**src/rtl/bldc_commutation_ctrl_pkg.sv**
```systemverilog
// -----------------------------------------------------------------------------
// bldc_commutation_ctrl_pkg
// Shared definitions for the BLDC commutation controller:
//   - DUTY_CYCLE_WIDTH macro (driver duty width, defaults to 8)
//   - phase mode encodings (MODE_FLOAT / MODE_PWM / MODE_LOW)
//   - controller state encoding
//   - INVALID_SECTOR value
//   - hall-code -> sector map and sector -> drive-mode table
// No ports (package).
// -----------------------------------------------------------------------------
`ifndef DUTY_CYCLE_WIDTH
`define DUTY_CYCLE_WIDTH 8
`endif

package bldc_commutation_ctrl_pkg;

  localparam int DUTY_W_DEF = `DUTY_CYCLE_WIDTH;
  localparam int HALL_W     = 3;

  // Per-phase drive mode, 2 bits each; 2'b11 is never driven.
  localparam logic [1:0] MODE_FLOAT = 2'b00;
  localparam logic [1:0] MODE_PWM   = 2'b01;
  localparam logic [1:0] MODE_LOW   = 2'b10;

  // All low sides on, packed {C,B,A}.
  localparam logic [5:0] BRAKE_MODES = {MODE_LOW, MODE_LOW, MODE_LOW};

  localparam logic [2:0] INVALID_SECTOR = 3'd7;

  typedef enum logic [1:0] {
    ST_IDLE  = 2'd0,
    ST_RUN   = 2'd1,
    ST_BRAKE = 2'd2,
    ST_FAULT = 2'd3
  } state_e;

  // Hall code {C,B,A} -> sector 0..5; 000 and 111 are impossible codes.
  function automatic logic [2:0] hall_to_sector(input logic [2:0] hall);
    logic [2:0] sector;
    case (hall)
      3'b101:  sector = 3'd0;
      3'b100:  sector = 3'd1;
      3'b110:  sector = 3'd2;
      3'b010:  sector = 3'd3;
      3'b011:  sector = 3'd4;
      3'b001:  sector = 3'd5;
      default: sector = INVALID_SECTOR;
    endcase
    return sector;
  endfunction

  // Sector -> packed {C,B,A} modes. Phase index 0=A, 1=B, 2=C.
  // Reverse rotation swaps the PWM and low roles of the two driven phases.
  function automatic logic [5:0] drive_modes(input logic [2:0] sector,
                                             input logic       reverse);
    logic [1:0] pwm_ph;
    logic [1:0] low_ph;
    logic [1:0] tmp;
    logic [5:0] modes;
    logic       ok;
    pwm_ph = 2'd0;
    low_ph = 2'd0;
    modes  = '0;
    ok     = 1'b1;
    case (sector)
      3'd0:    begin pwm_ph = 2'd0; low_ph = 2'd1; end
      3'd1:    begin pwm_ph = 2'd0; low_ph = 2'd2; end
      3'd2:    begin pwm_ph = 2'd1; low_ph = 2'd2; end
      3'd3:    begin pwm_ph = 2'd1; low_ph = 2'd0; end
      3'd4:    begin pwm_ph = 2'd2; low_ph = 2'd0; end
      3'd5:    begin pwm_ph = 2'd2; low_ph = 2'd1; end
      default: ok = 1'b0;
    endcase
    if (reverse) begin
      tmp    = pwm_ph;
      pwm_ph = low_ph;
      low_ph = tmp;
    end
    if (ok) begin
      modes[{pwm_ph, 1'b0} +: 2] = MODE_PWM;
      modes[{low_ph, 1'b0} +: 2] = MODE_LOW;
    end
    return modes;
  endfunction

endpackage

```
**src/rtl/bldc_commutation_ctrl_if.sv**
```systemverilog
// -----------------------------------------------------------------------------
// bldc_commutation_ctrl_if
// Control/status bundle between the commutation controller and its user.
//   i_enable       run request; low clears a latched fault
//   i_direction    0 = forward, 1 = reverse
//   i_brake        short all low sides
//   i_duty_cmd     requested duty
//   i_period_start one-clock pulse when the PWM counter wraps to 0
//   i_hall         raw hall inputs {C,B,A}, asynchronous
//   o_phase_mode   2 bits per phase {C,B,A}
//   o_duty_out     duty applied to the PWM-high phase
//   o_sector       current sector 0..5, 7 when invalid
//   o_fault        latched fault
// Modports: master (drives i_*), slave (the controller).
// -----------------------------------------------------------------------------
interface bldc_commutation_ctrl_if #(
  parameter int DUTY_W = bldc_commutation_ctrl_pkg::DUTY_W_DEF
);
  logic              i_enable;
  logic              i_direction;
  logic              i_brake;
  logic [DUTY_W-1:0] i_duty_cmd;
  logic              i_period_start;
  logic [2:0]        i_hall;
  logic [5:0]        o_phase_mode;
  logic [DUTY_W-1:0] o_duty_out;
  logic [2:0]        o_sector;
  logic              o_fault;

  modport master (
    output i_enable, i_direction, i_brake, i_duty_cmd, i_period_start, i_hall,
    input  o_phase_mode, o_duty_out, o_sector, o_fault
  );

  modport slave (
    input  i_enable, i_direction, i_brake, i_duty_cmd, i_period_start, i_hall,
    output o_phase_mode, o_duty_out, o_sector, o_fault
  );
endinterface

```
**src/rtl/bldc_commutation_ctrl_hall_filter.sv**
```systemverilog
// -----------------------------------------------------------------------------
// hall_filter
// Two-flop synchronizer plus stability filter for the raw hall inputs.
// A new code is accepted once the synchronized value has been seen on
// HALL_FILT consecutive clocks; hall edge to o_code latency is 2+HALL_FILT.
//   i_clock   system clock
//   i_reset   synchronous, active-high
//   i_hall    raw hall inputs {C,B,A}
//   o_code    filtered hall code (000 after reset)
//   o_change  one-clock pulse, aligned with o_code, when an accepted code differs
// -----------------------------------------------------------------------------
module hall_filter
  import bldc_commutation_ctrl_pkg::*;
#(
  parameter int HALL_FILT = 3
) (
  input  logic              i_clock,
  input  logic              i_reset,
  input  logic [HALL_W-1:0] i_hall,
  output logic [HALL_W-1:0] o_code,
  output logic              o_change
);

  // Count value on which the HALL_FILT-th identical sample is seen.
  localparam logic [3:0] FILT_LAST = 4'(HALL_FILT - 1);

  logic [HALL_W-1:0] r_sync1;
  logic [HALL_W-1:0] r_sync2;
  logic [HALL_W-1:0] r_cand;
  logic [HALL_W-1:0] r_code;
  logic [3:0]        r_cnt;
  logic              r_change;

  // NOTE: all clocked state uses non-blocking assignments so every flop
  // samples pre-edge values; blocking here would collapse the synchronizer.
  always_ff @(posedge i_clock) begin
    if (i_reset) begin
      r_sync1  <= '0;
      r_sync2  <= '0;
      r_cand   <= '0;
      r_code   <= '0;
      r_cnt    <= '0;
      r_change <= 1'b0;
    end else begin
      r_sync1  <= i_hall;
      r_sync2  <= r_sync1;
      r_change <= 1'b0;
      if (r_sync2 != r_cand) begin
        // First sample of a new candidate restarts the stability count.
        r_cand <= r_sync2;
        r_cnt  <= 4'd1;
      end else if (r_cnt != FILT_LAST) begin
        r_cnt <= r_cnt + 4'd1;
      end else if (r_cand != r_code) begin
        r_code   <= r_cand;
        r_change <= 1'b1;
      end
    end
  end

  assign o_code   = r_code;
  assign o_change = r_change;

endmodule

```
**src/rtl/bldc_commutation_ctrl.sv**
```systemverilog
// -----------------------------------------------------------------------------
// bldc_commutation_ctrl
// Commutation sequencer for one BLDC channel: filters the hall sensors, maps
// the sector to per-phase drive modes, gates mode/duty changes to PWM period
// boundaries with one blanking period on commutation, and latches invalid-hall
// and stall faults that force every phase off.
//   i_clock  system clock (shared with the phase drivers)
//   i_reset  synchronous, active-high
//   bus      bldc_commutation_ctrl_if.slave (enable, direction, brake,
//            duty_cmd, period_start, hall in; phase_mode, duty_out, sector,
//            fault out)
// Optional feature macro: DUTY_RAMP_EN -- when defined, duty_out slews toward
// duty_cmd by at most RAMP_STEP per period and drops to 0 immediately when
// leaving RUN; when undefined, duty_out takes duty_cmd at each period start.
// -----------------------------------------------------------------------------
module bldc_commutation_ctrl
  import bldc_commutation_ctrl_pkg::*;
#(
  parameter int DUTY_W        = DUTY_W_DEF,
  parameter int HALL_FILT     = 3,
  parameter int STALL_PERIODS = 1024
`ifdef DUTY_RAMP_EN
  , parameter int RAMP_STEP   = 4
`endif
) (
  input  logic                    i_clock,
  input  logic                    i_reset,
  bldc_commutation_ctrl_if.slave  bus
);

  localparam int              STALL_W   = $clog2(STALL_PERIODS + 1);
  localparam logic [STALL_W-1:0] STALL_MAX = STALL_W'(STALL_PERIODS);

  logic [2:0]         w_filt_code;
  logic               w_hall_change;
  logic [2:0]         w_sector;
  logic               w_code_valid;
  logic [5:0]         w_target;
  logic [5:0]         w_blank_mode;
  logic               w_blank_next;
  logic [DUTY_W-1:0]  w_duty_run;
  logic [STALL_W-1:0] w_stall_next;
  logic               w_stall_fault;
  state_e             w_state_next;

  state_e             r_state;
  logic [5:0]         r_mode;
  logic [DUTY_W-1:0]  r_duty;
  logic [2:0]         r_sector;
  logic               r_fault;
  logic               r_blank;
  logic [STALL_W-1:0] r_stall;

  hall_filter #(
    .HALL_FILT (HALL_FILT)
  ) u_hall_filter (
    .i_clock  (i_clock),
    .i_reset  (i_reset),
    .i_hall   (bus.i_hall),
    .o_code   (w_filt_code),
    .o_change (w_hall_change)
  );

  assign w_sector     = hall_to_sector(w_filt_code);
  assign w_code_valid = (w_sector != INVALID_SECTOR);
  assign w_target     = drive_modes(w_sector, bus.i_direction);

  // Commutation blanking: a phase whose mode must change is floated for one
  // period first. r_blank marks that the current period is such a blanking
  // period, so floated phases may now take their target mode.
  always_comb begin
    // NOTE: every always_comb output gets a default first so no path leaves
    // it unassigned, which would otherwise infer a latch.
    w_blank_mode = '0;
    for (int p = 0; p < 3; p++) begin
      if (r_mode[2*p +: 2] == w_target[2*p +: 2]) begin
        w_blank_mode[2*p +: 2] = r_mode[2*p +: 2];
      end else if (r_blank && (r_mode[2*p +: 2] == MODE_FLOAT)) begin
        w_blank_mode[2*p +: 2] = w_target[2*p +: 2];
      end else begin
        w_blank_mode[2*p +: 2] = MODE_FLOAT;
      end
    end
    w_blank_next = (w_blank_mode != w_target);
  end

`ifdef DUTY_RAMP_EN
  localparam logic [DUTY_W-1:0] RAMP_V = DUTY_W'(RAMP_STEP);

  // Unsigned slew toward the command; the final step lands exactly on it.
  always_comb begin
    w_duty_run = bus.i_duty_cmd;
    if (bus.i_duty_cmd > r_duty) begin
      if ((bus.i_duty_cmd - r_duty) > RAMP_V) w_duty_run = r_duty + RAMP_V;
    end else if ((r_duty - bus.i_duty_cmd) > RAMP_V) begin
      w_duty_run = r_duty - RAMP_V;
    end
  end
`else
  always_comb begin
    w_duty_run = bus.i_duty_cmd;
  end
`endif

  // Stall counter: periods spent in RUN with nonzero duty and no accepted
  // hall change. Saturates at STALL_MAX.
  always_comb begin
    w_stall_next = r_stall;
    if ((r_state != ST_RUN) || w_hall_change || (r_duty == '0)) begin
      w_stall_next = '0;
    end else if (bus.i_period_start && (r_stall != STALL_MAX)) begin
      w_stall_next = r_stall + 1'b1;
    end
    w_stall_fault = (r_state == ST_RUN) && (w_stall_next == STALL_MAX);
  end

  // Next state; branch order encodes fault > enable=0 > brake.
  always_comb begin
    w_state_next = r_state;
    case (r_state)
      ST_IDLE: begin
        if (bus.i_enable && w_code_valid) w_state_next = ST_RUN;
      end
      ST_RUN: begin
        if (!w_code_valid || w_stall_fault) w_state_next = ST_FAULT;
        else if (!bus.i_enable)             w_state_next = ST_IDLE;
        else if (bus.i_brake)               w_state_next = ST_BRAKE;
      end
      ST_BRAKE: begin
        if (!w_code_valid)      w_state_next = ST_FAULT;
        else if (!bus.i_enable) w_state_next = ST_IDLE;
        else if (!bus.i_brake)  w_state_next = ST_RUN;
      end
      ST_FAULT: begin
        if (!bus.i_enable) w_state_next = ST_IDLE;
      end
      default: w_state_next = ST_IDLE;
    endcase
  end

  always_ff @(posedge i_clock) begin
    if (i_reset) r_state <= ST_IDLE;
    else         r_state <= w_state_next;
  end

  // Output registers. Drive changes land on the clock after period_start,
  // except a fault, which kills the drive on the very next clock.
  always_ff @(posedge i_clock) begin
    if (i_reset) begin
      r_mode   <= '0;
      r_duty   <= '0;
      r_sector <= INVALID_SECTOR;
      r_fault  <= 1'b0;
      r_blank  <= 1'b0;
      r_stall  <= '0;
    end else begin
      r_sector <= w_sector;
      r_fault  <= (w_state_next == ST_FAULT);
      r_stall  <= w_stall_next;
      if (w_state_next == ST_FAULT) begin
        r_mode  <= '0;
        r_duty  <= '0;
        r_blank <= 1'b0;
      end else if (bus.i_period_start) begin
        case (w_state_next)
          ST_RUN: begin
            r_mode  <= w_blank_mode;
            r_blank <= w_blank_next;
            r_duty  <= w_duty_run;
          end
          ST_BRAKE: begin
            r_mode  <= BRAKE_MODES;
            r_blank <= 1'b0;
            r_duty  <= '0;
          end
          default: begin
            r_mode  <= '0;
            r_blank <= 1'b0;
            r_duty  <= '0;
          end
        endcase
      end
`ifdef DUTY_RAMP_EN
      else if (w_state_next != ST_RUN) begin
        r_duty <= '0;
      end
`endif
    end
  end

  assign bus.o_phase_mode = r_mode;
  assign bus.o_duty_out   = r_duty;
  assign bus.o_sector     = r_sector;
  assign bus.o_fault      = r_fault;

endmodule

```
**src/flat_wrapper.sv**
```systemverilog
// flat-port wrapper written by rule: the top's interface ports become plain ports
module bldc_commutation_ctrl_flat import bldc_commutation_ctrl_pkg::*;
#(
  parameter int DUTY_W        = DUTY_W_DEF,
  parameter int HALL_FILT     = 3,
  parameter int STALL_PERIODS = 1024

)
  (i_clock, i_reset, bus_i_enable, bus_i_direction, bus_i_brake, bus_i_duty_cmd, bus_i_period_start, bus_i_hall, bus_o_phase_mode, bus_o_duty_out, bus_o_sector, bus_o_fault);
  bldc_commutation_ctrl_if #(.DUTY_W(DUTY_W)) bus_i ();
  input  logic i_clock;
  input  logic i_reset;
  input wire logic [$bits(bus_i.i_enable)-1:0] bus_i_enable;
  input wire logic [$bits(bus_i.i_direction)-1:0] bus_i_direction;
  input wire logic [$bits(bus_i.i_brake)-1:0] bus_i_brake;
  input wire logic [$bits(bus_i.i_duty_cmd)-1:0] bus_i_duty_cmd;
  input wire logic [$bits(bus_i.i_period_start)-1:0] bus_i_period_start;
  input wire logic [$bits(bus_i.i_hall)-1:0] bus_i_hall;
  output wire logic [$bits(bus_i.o_phase_mode)-1:0] bus_o_phase_mode;
  output wire logic [$bits(bus_i.o_duty_out)-1:0] bus_o_duty_out;
  output wire logic [$bits(bus_i.o_sector)-1:0] bus_o_sector;
  output wire logic [$bits(bus_i.o_fault)-1:0] bus_o_fault;
  assign bus_i.i_enable = bus_i_enable;
  assign bus_i.i_direction = bus_i_direction;
  assign bus_i.i_brake = bus_i_brake;
  assign bus_i.i_duty_cmd = bus_i_duty_cmd;
  assign bus_i.i_period_start = bus_i_period_start;
  assign bus_i.i_hall = bus_i_hall;
  assign bus_o_phase_mode = bus_i.o_phase_mode;
  assign bus_o_duty_out = bus_i.o_duty_out;
  assign bus_o_sector = bus_i.o_sector;
  assign bus_o_fault = bus_i.o_fault;
  bldc_commutation_ctrl #(.DUTY_W(DUTY_W), .HALL_FILT(HALL_FILT), .STALL_PERIODS(STALL_PERIODS)) u_core (.i_clock(i_clock), .i_reset(i_reset), .bus(bus_i));
endmodule
```
**config.mk**
```make
export PLATFORM = sky130hd
export DESIGN_NAME = bldc_commutation_ctrl_flat
export DESIGN_NICKNAME = d
export VERILOG_FILES = /design/src/rtl/bldc_commutation_ctrl_pkg.sv /design/src/rtl/bldc_commutation_ctrl_if.sv /design/src/rtl/bldc_commutation_ctrl_hall_filter.sv /design/src/rtl/bldc_commutation_ctrl.sv /design/src/flat_wrapper.sv
export SDC_FILE = /design/constraint.sdc
export NUM_CORES = 1
export LEC_CHECK = 0
export CAP_MARGIN = 10
export CORE_UTILIZATION = 59
export DETAILED_ROUTE_END_ITERATION = 8
export HOLD_SLACK_MARGIN = 0.15
export PLACE_DENSITY = 0.84
export RECOVER_POWER = 100
export SETUP_SLACK_MARGIN = 0.1
export SKIP_CTS_REPAIR_TIMING = 1
export SYNTH_ARGS = -nofsm -noshare
export SYNTH_HDL_FRONTEND = slang
export SYNTH_SLANG_ARGS = --single-unit
```
**constraint.sdc**
```tcl
create_clock -name i_clock -period 9.1 [get_ports i_clock]
set_input_delay 1.365 -clock i_clock [delete_from_list [all_inputs] [get_ports i_clock]]
set_output_delay 1.365 -clock i_clock [all_outputs]
set_load 0.01 [all_outputs]
```
After elaboration in Yosys (flattened, before gate mapping)
Cells that the tools add are included.

word-level totals
  flip-flop bits (word level) = 49
  bits in latches = 0
  bits in writable memories = 0
  memory bits (read-only) = 0
  input bits = 17
  output and inout bits = 18
  logic and storage cells = 110
  memories kept = 0

operators by class
  add/subtract/negate cells = 4
  multiply operators = 0
  div/mod/pow operators = 0
  magnitude comparators = 0
  equal/unequal tests = 28
  shifts and indexed selects = 4
  multiplexer cells = 31
  bitwise operators = 3
  reductions and logical operators = 26

operators by type and width
  cell                                                                          count
  2-bit two-way mux                                                             16
  11-bit two-way mux                                                            2
  3-bit one-hot mux with 6 select lines                                         1
  3-bit == test (second input constant)                                         5
  3-bit by 2-bit == test with 1-bit output (second input constant)              4
  6-bit one-hot mux with 2 select lines                                         1
  2-bit OR reduction                                                            6
  2-bit by 5-bit variable shift with 6-bit output (first input constant)        2
  2-bit by 5-bit variable part select with 6-bit output (first input constant)  2
  11-bit by 1-bit adder with 11-bit output (second input constant)              1
  11-bit == test (second input constant)                                        1
  11-bit inequality test (second input constant)                                1
  3-bit negator with 5-bit output                                               2
  2-bit == test (second input constant)                                         4
  2-bit zero test                                                               4
  8-bit zero test                                                               1
  8-bit two-way mux                                                             1
  2-bit one-hot mux with 2 select lines                                         2
  2-bit one-hot mux with 4 select lines                                         1
  6-bit AND                                                                     1
  6-bit bitwise mux                                                             1
  2-bit == test                                                                 3
  3-bit by 1-bit == test with 1-bit output (second input constant)              2
  1-bit logical AND                                                             6
  other kinds (17)                                                              26

Depth between registers and ports, before layout
Gate-level depths: netlist of the first run.

  word-level depth = 15
  mapped depth = 13
  depth with buffers taken out = 13

By module
A second synthesis of the first run with hierarchy kept.

unflattened totals
  cells, all modules = 292
  area, all modules = 2565.0 um^2

modules (own cells, without submodules)
  module                 instances  cells each  area each (um^2)  sequential area each (um^2)
  bldc_commutation_ctrl  1          230         1884.3            640.6
  hall_filter            1          62          680.7             340.3

Least setup slack after synthesis of the first run
Ideal clock, no wire load.

  kind = in2reg
  start point = in bus_i_period_start
  end point = reg u_core.r_mode[0] (netlist: u_core.bus.o_phase_mode[0])
  setup time = 0.070 ns
  data arrival time = 3.723 ns
  data required time = 9.030 ns
  setup slack = 5.307 ns
  cell stages on the path = 10
  cells stage by stage = nand4_4 -> or4b_1 -> a222oi_1 -> nand3_2 -> o21a_1 -> ha_1 -> nor2b_1 -> nand2_1 -> a2111o_1 -> a21oi_1

on the way
  longest elaborated chain between the ends = 10
  elaborated cells on any way between the ends = 13
  classes of those cells = 4 x eq/ne; 5 x mux; 4 x reduce/logical

ends and longest elaborated chain
  what                                                                                line                          text
  start: declaration                                                                  flat_wrapper.sv:17            input wire logic [$bits(bus_i.i_period_start)-1:0] bus_i_period_start;
  1-bit logical AND                                                                   bldc_commutation_ctrl.sv:111  end else if (bus.i_period_start && (r_stall != STALL_MAX)) begin
  11-bit two-way mux                                                                  bldc_commutation_ctrl.sv:111
  11-bit two-way mux                                                                  bldc_commutation_ctrl.sv:109  if ((r_state != ST_RUN) || w_hall_change || (r_duty == '0)) begin
  11-bit == test                                                                      bldc_commutation_ctrl.sv:114  w_stall_fault = (r_state == ST_RUN) && (w_stall_next == STALL_MAX);
  1-bit logical AND                                                                   bldc_commutation_ctrl.sv:114
  1-bit logical OR                                                                    bldc_commutation_ctrl.sv:125  if (!w_code_valid || w_stall_fault) w_state_next = ST_FAULT;
  2-bit two-way mux                                                                   bldc_commutation_ctrl.sv:125
  2-bit one-hot mux with 4 select lines                                               bldc_commutation_ctrl.sv:120  case (r_state)
  2-bit == test (tied with other cells)                                               bldc_commutation_ctrl.sv:165  case (w_state_next)
  6-bit one-hot mux with 2 select lines / 2-bit OR reduction (equally long branches)  -
  end signal: assignment                                                              bldc_commutation_ctrl.sv:167  r_mode <= w_blank_mode;
  end: declaration                                                                    bldc_commutation_ctrl.sv:47   logic [5:0] r_mode;

Parallel ways exist; a longest one is shown, timed or not.
A chain may end at the register's enable or synchronous reset.

Final worst setup path of the first run
Ends and elaborated chain as after synthesis.

==> results of run 1 <==
## cell type report
| class | count | area (sq um) |
|---|---|---|
| flip-flops and latches | 49 | 981 |
| fillers | 358 | 1280 |
| well taps | 52 | 65.1 |
| repair buffers | 34 | 340 |
| inverters | 15 | 56.3 |
| multi-input cells | 236 | 1540 |
| clock buffers | 6 | 82.6 |
| clock inverters | 2 | 37.5 |
## worst max-delay path: stages
cell and delay (ps):
dlygate4sd3_1 700, nand4_1 300, or4b_1 580, a222oi_1 400
nand3_2 180, o21a_1 230, ha_1 280, nor2b_1 210
nand2_1 150, a2111o_1 360, a21oi_1 120
## flip-flops by register name (all words and copies together), names as in the netlist
signal / flops
u_core.bus.o_duty_out: 8
u_core.bus.o_fault: 1
u_core.u_hall_filter.o_change: 1
u_core.r_state: 2
u_core.u_hall_filter.r_sync2: 3
u_core.r_stall: 11
u_core.u_hall_filter.o_code: 3
u_core.u_hall_filter.r_cnt: 4
u_core.u_hall_filter.r_cand: 3
u_core.r_blank: 1
u_core.bus.o_phase_mode: 6
u_core.u_hall_filter.r_sync1: 3
u_core.bus.o_sector: 3
## power groups by stage
stage	sequential (mW)	clock [mW]	combinational (mW)
6_report	0.229	0.161	0.0624
5_1_grt	0.230	0.174	0.0710
4_1_cts	0.229	0.164	0.0642
3_5_place_dp	0.234	0	0.0634
3_3_place_gp	0.233	0	0.0618
2_1_floorplan	0.233	0	0.0426
## placed cells by master, fill, tap and decap left out, types with 8 or more instances in the layout
| cell | n |
|---|---|
| o21ai_0 | 8 |
| xnor2_1 | 13 |
| nor2b_1 | 19 |
| a21oi_1 | 15 |
| clkdlybuf4s50_1 | 14 |
| dlygate4sd3_1 | 20 |
| a22oi_1 | 10 |
| nor2_1 | 34 |
| nand3_1 | 10 |
| dfxtp_1 | 49 |
| nand2_1 | 22 |
| inv_1 | 15 |
## synth_stat cells, drive strengths merged (3+ instances only)
cell type	number	area, sq um
a2111o	3	33.8
nand3	11	60.1
nor2b	19	119
nand2	22	82.6
nand4	3	33.8
inv	15	56.3
nand2b	6	37.5
and2	5	31.3
or3b	3	26.3
mux2i	5	50.1
xnor2	13	114
nor2	34	128
a21oi	15	75.1
or3	5	31.3
o22ai	7	43.8
nor3	7	35.0
mux2	3	33.8
dfxtp	49	981
a211o	4	35.0
o21ai	10	50.1
a31oi	5	31.3
xor2	7	61.3
ha	7	87.6
a22oi	10	75.1
nor4	3	18.8
clkbuf	23	87.6
nand3b	4	30.0
## final timing paths
path                                endpoint  slack [ps]  depth (start not counted)
max reg2reg       u_core.bus.o_phase_mode[0]        5700                         11
min reg2reg  u_core.u_hall_filter.r_sync2[2]         450                          1
min          u_core.u_hall_filter.r_sync2[2]         450                          1
max               u_core.bus.o_phase_mode[0]        4460                         11
## cells by family after synthesis
family,share of synthesized area
AND/OR/NAND/NOR,0.262
AO/OA/AOI/OAI,0.188
flip-flops,0.364
buffers and inverters,0.0576
XOR/XNOR,0.0651
multiplexers,0.0311
adder cells (fa/ha/maj),0.0325
## metal layers
layer	wire, microns	up-vias
met2	2700	46
li1	-	1176
met3	134	10
met5	0	-
met4	107	0
met1	2590	1073
==> key figures, run 1 <==
Run status
  • Status: finished clean

Placed design
  • Placed Instances: a little under 400
  • Port buffer count: 34
  • DP HPWL: around 3900 microns
  • Routability cong.: 0.803
  • Placement Setup Slack: about 4400 ps
  • DP Area: 3000 sq um

Power
  • Clock share of power: 0.356
  • Register share of total power: 0.506
  • Static Leak: around 1.1 nW
  • Pwr/cell area: 146 nW/um^2
  • Worst vdd ir: roughly 120 uV
  • P_int: 0.340 mW
  • Sw Ratio: 0.248
  • Comb power frac: 0.138
  • Total Power: roughly 0.45 mW
  • P_sw: about 0.11 mW

Global route
  • Grt peak-use layer: met2
  • Antenna violations before repair: 0
  • Maximum number of pins on one net before global-route repair: 26
  • Met1 Use GR: 0.323
  • Met3 global-route usage: 0.0451
  • Gr usage total: 0.244
  • Total grt overflow: 0
  • Vias in the first global route: ~2,200
  • Met2 Use GR: 0.398
  • Global-route wire length before repair: around 9700 microns

Timing
  • Setup TNS: 0 ps
  • RSZ-0062 raised after global routing: no
  • Fin. Hold Viols: 0
  • Worst hold slack: approximately 450 ps
  • Max Clock Freq: about 220 MHz
  • Worst-Margin Slew: 840 ps
  • Slew headroom: 0.438
  • Setup violations, final: 0
  • Setup Skew: roughly 7.3 ps
  • Final Worst Setup Slack: between 4000 and 5000 ps
  • Tcrit/Tclk final: 0.510
  • Min cycle time layout: 4640 ps
  • Fin. max-slew vios: 0

Finish
  • Synthesis-to-layout area growth: 15.3%
  • Non-filler cells, final: ~390
  • Layout cell share with drive strength beyond 1: 0.0526
  • Fin util: 0.708
  • Nets: ~370
  • Design area: about 3100 sq um
  • Diodes inserted: 0

Critical path
  • Worst Path Required: 9330 ps
  • CP startpoint: bus_i_period_start
  • Worst r2r src: u_core.r_stall[1]
  • Setup CP Type: primary input to flop
  • Largest fanout on the critical path: 8
  • Arrival @ worst endpoint: between 4000 and 5000 ps
  • CP Launch Type: primary input
  • Crit end category: flop

Floorplanning
  • Die ar.: 4840 sq um
  • Io pins: 35
  • Rows: 24
  • Die Width: 69.6 microns
  • Total core area: ~4400 sq um
  • Die Span Y: roughly 70 microns
  • Initial Utilization: 0.614

Job
  • Max Cap Viol: 0

Detailed routing
  • 1st-iter DRT viols: approximately 200
  • Drt wl/cell: 14.1 microns
  • Via Count: roughly 2,300
  • Drt drc: 0
  • Final WL: between 5000 and 6000 microns
  • Post-route ant nets: 0
  • Via/cell ratio: about 5.9
  • First-pass iteration count of the detailed router: 5

CTS
  • Clock Sinks: between 40 and 50
  • Reg clk slew, reported paths: around 90 ps
  • Clk_lat worst skew: between 200 and 300 ps
  • CTS Buf Count: 5
  • Htree depth: 2
  • Clock root buffer: clkbuf_8
  • CTS tree: yes
  • Clock Path Buffers: 2

Synth
  • Post-synthesis register bit count: 49
  • Post-synth design cell area: approximately 2700 sq um
  • Synth Instances: between 300 and 400
  • Syn nets: around 350
  • Unique masters post-synth: 49
  • Mean Syn Cell Area: approximately 8.3 sq um
  • Primary FF master, synth: dfxtp_1
  • Number of synthesized flops with an enable pin: 0
  • Post-synthesis sequential area ratio: 0.364
  • FFs w/ async S/R, synth: 0
  • YS warnings: 0

Worst hold path
  • Hold Startpoint: u_core.u_hall_filter.r_sync1[2]
  • Worst hold path type: flop to flop
No activity file was read; power rests on OpenSTA's default activity.
==> run 2: changes to the inputs <==
Settings changed: CORE_UTILIZATION 59 to 50, PLACE_DENSITY 0.84 to 0.76.
Clock period 9.1 ns to 4.2 ns, I/O delays scaled along.
==> run 2 against run 1 <==
Sequential share of layout area fell by 0.34 points. Total power is 120% higher. First-iteration DRC count fell by 46%. Largest cell class unchanged.
==> key figures, run 2 (synthesis results as in run 1) <==
Run status
  • Status: finished clean

Power
  • Comb power frac: 0.139
  • Pwr/cell area: roughly 310 nW/um^2
  • Clock share of power: 0.356
  • Sw Ratio: 0.247
  • P_sw: approximately 0.24 mW
  • Total Power: around 1 mW
  • P_int: 0.738 mW
  • Worst vdd ir: approximately 180 uV
  • Register share of total power: 0.505
  • Static Leak: about 1.1 nW

Detailed routing
  • 1st-iter DRT viols: between 100 and 150
  • Via/cell ratio: 5.54
  • Post-route ant nets: 0
  • Via Count: around 2,300
  • Final WL: ~5500 microns
  • First-pass iteration count of the detailed router: 4
  • Drt drc: 0
  • Drt wl/cell: 13.2 microns

Timing
  • RSZ-0062 raised after global routing: no
  • Fin. Hold Viols: 0
  • Slew headroom: 0.319
  • Setup Skew: 7.32 ps
  • Tcrit/Tclk final: 0.882
  • Setup violations, final: 0
  • Fin. max-slew vios: 0
  • Max Clock Freq: about 270 MHz
  • Worst-Margin Slew: about 1000 ps
  • Final Worst Setup Slack: just under 500 ps
  • Setup TNS: 0 ps
  • Worst hold slack: between 400 and 500 ps
  • Min cycle time layout: roughly 3700 ps

Floorplanning
  • Initial Utilization: 0.524
  • Io pins: 35
  • Die ar.: between 5000 and 6000 sq um
  • Die Width: roughly 75 microns
  • Die Span Y: 75.4 microns
  • Rows: 26
  • Total core area: 5140 sq um

Global route
  • Total grt overflow: 0
  • Vias in the first global route: just over 2,000
  • Gr usage total: 0.206
  • Global-route wire length before repair: roughly 9000 microns
  • Antenna violations before repair: 0
  • Maximum number of pins on one net before global-route repair: 26

CTS
  • Clock Sinks: just under 50
  • Htree depth: 2
  • Clock root buffer: clkbuf_8
  • CTS tree: yes
  • Clock Path Buffers: 2
  • CTS Buf Count: 5
  • Clk_lat worst skew: about 300 ps
  • Reg clk slew, reported paths: roughly 90 ps

Critical path
  • Setup CP Type: primary input to flop
  • Crit end category: flop
  • Max incr delay on CP: about 600 ps
  • Crit path cell chain: clkdlybuf4s50_1 -> nand4_1 -> or4b_1 -> a222oi_1 -> nand3_2 -> o21ai_0 -> ha_1 -> nor2b_1 -> nand2_1 -> nor3_1 -> o21ai_0 -> a21oi_1
  • Delay-heaviest family, CP: simple AND/OR/NAND/NOR gates
  • Crit path top cell by count: o21ai_0
  • Worst Path Required: 4440 ps
  • Largest fanout on the critical path: 8
  • Critical Path Slowest Stage Cell: or4b_1
  • Worst Path Buf+Inv: 1
  • CP Launch Type: primary input
  • Arrival @ worst endpoint: just under 4000 ps

Finish
  • Synthesis-to-layout area growth: 16.5%
  • Fin util: 0.611
  • Design area: 3140 sq um
  • Fillers: 482
  • Most common cell after layout, fill and taps aside: dfxtp_1
  • Non-filler cells, final: slightly above 400
  • Layout cell share with drive strength beyond 1: 0.0552
  • Most frequent cells in the layout: dfxtp_1 (49), nor2_1 (34), nand2_1 (22)
  • Nets: 367
  • Max reg flops: 11
  • Diodes inserted: 0
  • Top reg by flops: u_core.r_stall

Worst hold path
  • Worst hold path type: flop to flop

Placed design
  • Placement Setup Slack: about 420 ps
  • Routability cong.: a little under 0.8
  • DP Area: ~3000 sq um
  • Placed Instances: around 410
  • Port buffer count: 34
  • DP HPWL: ~4000 microns

Job
  • Max Cap Viol: 0
## run 2: cell count changes in the layout (fill, tap and decap cells not counted), sizes merged
cell / before / now
clkbuf: 6 / 7
clkdlybuf4s50: 14 / 15
buf: 0 / 1
dlygate4sd3: 20 / 19
## run 2: cell type report
type                            instances  area, sq um  share of cell area
Inverter                               15         56.3              0.0179
Multi-Input combinational cell        236         1540               0.491
Clock inverter                          2         37.5              0.0120
Sequential cell                        49          981               0.313
Tap cell                               70         87.6              0.0279
Clock buffer                            6         82.6              0.0263
Timing Repair Buffer                   36          352               0.112
## run 2: final timing paths
check,depth (start not counted),to,slack [ps],startpoint
max,12,u_core.bus.o_phase_mode[2],490,bus_i_period_start
min,1,u_core.u_hall_filter.r_sync2[1],440,u_core.u_hall_filter.r_sync1[1]
max reg2reg,12,u_core.bus.o_phase_mode[2],700,u_core.r_stall[1]
min reg2reg,1,u_core.u_hall_filter.r_sync2[1],440,u_core.u_hall_filter.r_sync1[1]
## run 2: power groups by stage
stage	sequential, mW	clock, mW	combinational, mW
final	0.495	0.349	0.136
after global routing	0.498	0.379	0.150
after CTS	0.496	0.359	0.141
after detailed placement	0.506	0	0.140
after global placement	0.506	0	0.136
after floorplan	0.504	0	0.0922
## run 2: worst register-to-register path, cell delays in order, from the launching register on
cell and delay (ps):
dfxtp_1 400, ha_1 190, nand4_1 290, or4b_1 610, a222oi_1 410, nand3_2 180, o21ai_0 280, ha_1 280
nor2b_1 200, nand2_1 130, nor3_1 230, o21ai_0 100, a21oi_1 130
## run 2: metal layers
metal | up-vias | global-route usage | share of wire
met4 | 0 | 0.0761 | 0.016
met2 | 42 | 0.351 | 0.48
met3 | 9 | 0.0397 | 0.041
li1 | 1181 | - | -
met1 | 1061 | 0.259 | 0.46
met5 | - | 0 | 0
==> run 3: changes to the inputs <==
Settings changed: CTS_CLUSTER_SIZE set to 8.
==> results of run 3 <==
The final DEF is identical to that of run 2; final timing and power are the same.
